`config.mk`:
```
export PLATFORM = sky130hd
export DESIGN_NAME = cross_bar_router_1xn
export DESIGN_NICKNAME = d
export VERILOG_FILES = /design/src/rtl/cross_bar_router_1xn.sv
export SDC_FILE = /design/constraint.sdc
export NUM_CORES = 1
export LEC_CHECK = 0
export CAP_MARGIN = 30
export CORE_MARGIN = 5
export CORE_UTILIZATION = 40
export CTS_BUF_LIST = sky130_fd_sc_hd__clkbuf_4 sky130_fd_sc_hd__clkbuf_8
export DETAILED_ROUTE_END_ITERATION = 10
export PLACE_DENSITY = 0.8
export SLEW_MARGIN = 20
export SYNTH_ARGS = -nofsm -noshare
export SYNTH_HDL_FRONTEND = slang
export SYNTH_SLANG_ARGS = --single-unit
```
`constraint.sdc`:
```
create_clock -name aclk -period 1.4 [get_ports aclk]
set_input_delay 0.14 -clock aclk [delete_from_list [all_inputs] [get_ports aclk]]
set_output_delay 0.14 -clock aclk [all_outputs]
set_load 0.005 [all_outputs]
```
`src/rtl/cross_bar_router_1xn.sv`:
```
// 1-to-N AXI-Stream packet router: the first beat's top SSEL_WIDTH bits select the output channel.
// Optional per-channel packet counters are compiled in with `define CROSS_BAR_ROUTER_PKT_CNT_EN.
module cross_bar_router_1xn #(
  parameter int unsigned SSEL_WIDTH = 2,
  parameter int unsigned CHANNEL_NO = 2**SSEL_WIDTH,
  parameter int unsigned DATA_WIDTH = 32
) (
  input  logic                  aclk,
  input  logic                  areset,
  input  logic [DATA_WIDTH-1:0] s_axis_tdata,
  input  logic                  s_axis_tvalid,
  input  logic                  s_axis_tlast,
  output logic                  s_axis_tready,
  output logic [DATA_WIDTH-1:0] m_axis_tdata [CHANNEL_NO],
  output logic [CHANNEL_NO-1:0] m_axis_tvalid,
  output logic [CHANNEL_NO-1:0] m_axis_tlast,
  input  logic [CHANNEL_NO-1:0] m_axis_tready
`ifdef CROSS_BAR_ROUTER_PKT_CNT_EN
  ,
  output logic [15:0]           pkt_count [CHANNEL_NO]
`endif
);

  localparam logic [0:0] StIdle   = 1'b0;
  localparam logic [0:0] StActive = 1'b1;

  logic [0:0]            state_q, state_d;
  logic [SSEL_WIDTH-1:0] route_q, route_d;

  logic                  main_valid_q, main_valid_d;
  logic [DATA_WIDTH-1:0] main_data_q, main_data_d;
  logic                  main_last_q, main_last_d;
  logic [SSEL_WIDTH-1:0] main_dest_q, main_dest_d;

  logic                  skid_valid_q, skid_valid_d;
  logic [DATA_WIDTH-1:0] skid_data_q, skid_data_d;
  logic                  skid_last_q, skid_last_d;
  logic [SSEL_WIDTH-1:0] skid_dest_q, skid_dest_d;

  logic [SSEL_WIDTH-1:0] hdr_dest;
  logic [SSEL_WIDTH-1:0] in_dest;
  logic                  in_hs;
  logic                  drain;

  assign s_axis_tready = ~skid_valid_q;
  assign hdr_dest      = s_axis_tdata[DATA_WIDTH-1 -: SSEL_WIDTH];
  assign in_dest       = (state_q == StIdle) ? hdr_dest : route_q;
  assign in_hs         = s_axis_tvalid & ~skid_valid_q;
  // Only the selected channel has tvalid set, so unselected tready bits drop out here.
  assign drain         = |(m_axis_tvalid & m_axis_tready);

  always_comb begin
    for (int i = 0; i < CHANNEL_NO; i++) begin
      m_axis_tvalid[i] = main_valid_q && (main_dest_q == SSEL_WIDTH'(i));
      m_axis_tlast[i]  = m_axis_tvalid[i] & main_last_q;
      m_axis_tdata[i]  = m_axis_tvalid[i] ? main_data_q : '0;
    end
  end

  always_comb begin
    state_d = state_q;
    route_d = route_q;
    if (in_hs) begin
      if (state_q == StIdle) begin
        if (!s_axis_tlast) begin
          state_d = StActive;
          route_d = hdr_dest;
        end
      end else if (s_axis_tlast) begin
        state_d = StIdle;
      end
    end
  end

  always_comb begin
    main_valid_d = main_valid_q;
    main_data_d  = main_data_q;
    main_last_d  = main_last_q;
    main_dest_d  = main_dest_q;
    skid_valid_d = skid_valid_q;
    skid_data_d  = skid_data_q;
    skid_last_d  = skid_last_q;
    skid_dest_d  = skid_dest_q;
    if (drain || !main_valid_q) begin
      // Main is free this edge: refill from skid first to keep beat order.
      if (skid_valid_q) begin
        main_valid_d = 1'b1;
        main_data_d  = skid_data_q;
        main_last_d  = skid_last_q;
        main_dest_d  = skid_dest_q;
        skid_valid_d = 1'b0;
      end else begin
        main_valid_d = in_hs;
        main_data_d  = s_axis_tdata;
        main_last_d  = s_axis_tlast;
        main_dest_d  = in_dest;
      end
    end else if (in_hs) begin
      skid_valid_d = 1'b1;
      skid_data_d  = s_axis_tdata;
      skid_last_d  = s_axis_tlast;
      skid_dest_d  = in_dest;
    end
  end

  always_ff @(posedge aclk) begin
    if (areset) begin
      state_q      <= StIdle;
      route_q      <= '0;
      main_valid_q <= 1'b0;
      main_data_q  <= '0;
      main_last_q  <= 1'b0;
      main_dest_q  <= '0;
      skid_valid_q <= 1'b0;
      skid_data_q  <= '0;
      skid_last_q  <= 1'b0;
      skid_dest_q  <= '0;
    end else begin
      state_q      <= state_d;
      route_q      <= route_d;
      main_valid_q <= main_valid_d;
      main_data_q  <= main_data_d;
      main_last_q  <= main_last_d;
      main_dest_q  <= main_dest_d;
      skid_valid_q <= skid_valid_d;
      skid_data_q  <= skid_data_d;
      skid_last_q  <= skid_last_d;
      skid_dest_q  <= skid_dest_d;
    end
  end

`ifdef CROSS_BAR_ROUTER_PKT_CNT_EN
  logic [15:0] pkt_count_q [CHANNEL_NO];

  always_ff @(posedge aclk) begin
    for (int i = 0; i < CHANNEL_NO; i++) begin
      if (areset) begin
        pkt_count_q[i] <= '0;
      end else if (m_axis_tvalid[i] && m_axis_tready[i] && m_axis_tlast[i]) begin
        pkt_count_q[i] <= pkt_count_q[i] + 16'd1;
      end
    end
  end

  assign pkt_count = pkt_count_q;
`endif

endmodule

```
Yosys cells after proc, flatten, opt, wreduce, memory -nomap -nowiden. Cells that the tools add are included.

Output and inout port bits: 137. Logic and storage cells: 44. Latch bits: 0. Bits in read-only memories: 0. Memories: 0. Flip-flop bits (word level): 75. Memory bits (writable): 0.

Add/sub/neg operators: 0. Div/mod/pow operators: 0. Bitwise gates (word level): 10. Multipliers: 0. Reduce and logical (&&, ||, !) cells: 11. Shift-type cells: 0. Order comparisons: 0. Muxes and demuxes: 10. Eq/ne operators: 3.

Operators by type and width (number): $mux 32 (5); $and 1x1->1 (5); $and 4x4->4 (1); $eq 2x2->1 const B (2); $logic_and 1x1->1 (4); $mux 2 (2); $not 1->1 (4); $reduce_or 4->1 (1); $mux 1 (3); $reduce_and 3->1 (1); $eq 2x1->1 const B (1); $logic_not 2->1 (1); $reduce_and 2->1 (1); $reduce_or 2->1 (1); $logic_not 1->1 (1); $logic_or 1x1->1 (1).

Depth between registers and ports, before layout.
Depth in word-level cells: 7. Mapped depth: 6. Depth with buffers taken out: 3.

Worst setup path after synthesis. OpenSTA, ideal clock, no wires.

Path kind: reg-to-reg. Start point: reg main_dest_q[1]. End point: reg main_data_q[10]. Library setup time: 0.072 ns. Stages on the path, launching flop included: 6. Setup slack: -0.051 ns. Data arrival time: 1.379 ns. Clock period less this slack: 1.451 ns. Cells stage by stage: dfxtp_1 mux2_2 o2bb2ai_1 buf_4 buf_6 mux2i_1.

Word-level cells in the longest chain between the ends: 5.

Ends and longest elaborated chain: start, declared (line 33) `logic [SSEL_WIDTH-1:0] main_dest_q, main_dest_d;`; start signal, assigned (line 124) `main_dest_q <= main_dest_d;`; $eq 2x1->1, or another cell as far along (line 54) `m_axis_tvalid[i] = main_valid_q && (main_dest_q == SSEL_WIDTH'(i));`; $logic_and 1x1->1 (line 54); $and 4x4->4 * (line 50) `assign drain = |(m_axis_tvalid & m_axis_tready);`; $reduce_or 4->1 * (line 50); $logic_or 1x1->1 * (line 84) `if (drain || !main_valid_q) begin`; end signal, assigned (line 122) `main_data_q <= main_data_d;`; end, declared (line 31) `logic [DATA_WIDTH-1:0] main_data_q, main_data_d;`.

Mark *: on every way between the ends. The rest lies on a longest branch, timed or not. A chain may end at the register's enable or synchronous reset.

==> out/results.txt <==
Routing usage on met2 = 44.9%
Crit path max fanout = 7
Hold-fix buffers at CTS = 0
Nets = 803
DR WL/cell = 19.7 µm
Peak Freq = 0.562 GHz
Fin crit period = 1.78 ns
Hold path cells = 3
H-tree levels = 3
Worst Hold Class = in -> reg
Antenna Nets Post-Route = 0
Max clock buf depth = 2
Die height = 115 µm
R2r worst-path depth = 6
Clk sink count = 75
Crit-path cells = nor2b_4 -> and2b_4 -> buf_12 -> buf_8 -> buf_8 -> and2_4 -> buf_6
R2R Path Start = main_dest_q[1]
Ant. Diodes = 0
Setup-failing EPs final = 208
Total global-route track usage = 25.4%
FILL cells = 721
Vias in the first global route = 4881
Synth Area per Inst = 8.36 µm²
Via/cell ratio = 5.14
Final WS setup = -0.379 ns
#FFs+latches synth = 75
Asr flop ratio synth = 0%
Worst slew pin tran = 0.389 ns
CP Data Arrival Time = 1.64 ns
Num rows = 38
Top cells by instance count after synthesis = nand2_1 (136), and2_1 (100), dfxtp_1 (75), mux2i_1 (73), mux2_2 (35)
Pwr Total = 5580 µW
Placed cell count = 830
Crit Path Category = reg -> out
Hold endpoint = skid_data_q[21]
Drt pass-1 iters = 4
Drt first-iter violations = 268
Worst-Skew Late Latency = 0.34 ns
Hold path start = s_axis_tdata[21]
PwrDens = 697 mW/mm²
Finished Layout Cells = 908
Rel. slew slack = 73.3%
Critical Path Sink Type = output pin
Post-Syn Nets = 565
Antenna violations before repair = 0
Cell variety after synth = 29
Post-synth top area cell = dfxtp_1
Outcome = complete, but fails checks
Largest net degree at the start of global routing = 42
MaxCap Viol Count = 0
Syn-to-layout area delta = 82.4%
CTS tree = done
Port bufs = 176
Final wirelength = 17900 µm
Placer Congestion = 0.839
Post-synth EDFFs = 0
CP Launch Type = flop
CP Launch Point = main_valid_q
Violated checks = setup timing
Largest cells by area after synthesis = dfxtp_1 (34%), mux2i_1 (17%), and2_1 (14%), nand2_1 (12%), mux2_2 (9.0%)
Syn. warnings = 0
Total grt overflow = 0
Slowest CP cell = dfxtp_2
First-pass GRT wire length = 26100 µm
Reg2reg end = main_data_q[0]
Top_reg_cell synth = dfxtp_1
Met3 Track Usage GR = 6.95%
Required @ worst endpoint = 1.26 ns
Share of cells above drive strength 1 = 51.8%
Seq/Total Area, Yosys = 34.2%
Busiest grt layer = met2
Post-route setup TNS = -59.21 ns
Synthesized area = 0.00439 mm²
Mapped Cells = 525
Hpwl dp = 9840 µm
Period utilisation layout = 127%
Most frequent CP cell = buf_8
Boundary pin count = 177
Top-count cell post-synth = nand2_1
Internal reg-to-reg setup slack = -0.34 ns
Initial Utilization = 40.7%
Unrepaired setup endpoints after global routing = true
Final Hold Violating Endpoints = 0
Total number of vias = 4671
Peak VDD IR = 704 µV
TritonCTS buffer count = 9
Met1 Use GR = 28.5%
Crit path largest cell delay = 0.35 ns
Fin Clk Skew = 0.00702 ns
Reg clk slew, reported paths = 0.08 ns
Core area = 0.0108 mm²
Die Wd = 115 µm
Synth top area share = 34.2%
Max Transition Viols Final = 0
Clk root buf = clkbuf_8
Pleak = 0.00353 µW
Die area = 0.0132 mm²
Detailed-route DRC error count = 0
sequential cells by signal, summed over array words and instances (netlist names), 2 cells and up:
name         flops
main_data_q     32
main_dest_q      2
route_q          2
skid_data_q     32
skid_dest_q      2
layout make-up:
cell class | instances | area, µm² | area share (%)
inverter | 3 | 13.8 | 0.172
timing repair buffer | 273 | 3090 | 38.6
clock inverter | 3 | 15.0 | 0.188
clock buffer | 13 | 154 | 1.92
sequential | 75 | 1510 | 18.9
multi-input combinational | 401 | 3050 | 38.1
tap | 140 | 175 | 2.19
metrics by stage:
stage / hold WS [ns] / worst slack (ns) / cell area [µm²] / utilization, %
after floorplan: 0.205 / 0.0111 / 4400 / -
after global placement: 0.437 / -0.258 / 6530 / 60.5
after detailed placement: 0.448 / -0.351 / 6530 / 60.5
after CTS: 0.374 / -0.359 / 7500 / 69.5
after global routing: 0.376 / -0.431 / 8000 / 74.2
final: 0.376 / -0.379 / 8000 / 74.2
layout by cell type, fill, tap and decap left out, types with 2 or more instances in the layout:
cell             instances
nand2_1                135
buf_6                  134
dfxtp_1                 71
and2_4                  69
mux2i_1                 67
clkdlybuf4s50_1         39
mux2_2                  34
and2_1                  31
buf_2                   28
and3_4                  25
buf_4                   23
buf_12                  17
clkdlybuf4s15_2         11
buf_8                   10
and3_1                   9
clkbuf_8                 9
buf_16                   9
mux2i_2                  5
clkbuf_4                 4
nor2_1                   3
clkinv_2                 3
inv_1                    2
dfxtp_4                  2
dfxtp_2                  2
how the worst max path moves through the flow:
stage / to / cells past startpoint
6_report: m_axis_tdata[96] / 7
4_1_cts: m_axis_tdata[127] / 7
5_1_grt: m_axis_tdata[102] / 7
2_1_floorplan: main_dest_q[1] / 5
3_5_place_dp: m_axis_tdata[124] / 5
3_3_place_gp: m_axis_tdata[102] / 5
per-layer routing:
metal  routed length, µm  part of all wire [%]  vias up
met1                6720                    38     2245
met5                   0                     0        -
met2                9320                    52      206
met4                 427                   2.4        0
li1                    -                     -     2194
met3                1390                   7.8       26
cell families (layout without fill, tap and decap cells):
logic type      count (synthesis)  after routing  synth area share [%]
mux                           108            108                  25.6
simple gates                  282            282                  32.5
flops                          75             75                  34.2
compound gates                 11             11                  2.08
buf+inv                        49            292                  5.53
worst max-delay path: cells and delay by family, from the launching register on:
kind | cells | cell delay, ns
AND/OR/NAND/NOR | 3 | 0.51
flip-flops | 1 | 0.35
buffers and inverters | 4 | 0.43
power by group:
group          internal, µW  switching (µW)
Sequential             2270             153
Combinational           968             688
Clock                   717             787
repair_timing:
item | CTS | global route
buffers inserted | 40 | 20
gates cloned | 19 | 0
pin swaps | 20 | 6
gates resized for setup | 672 | 164
setup endpoints to repair | 208 | 208
Power figures use the tool's default switching activity.
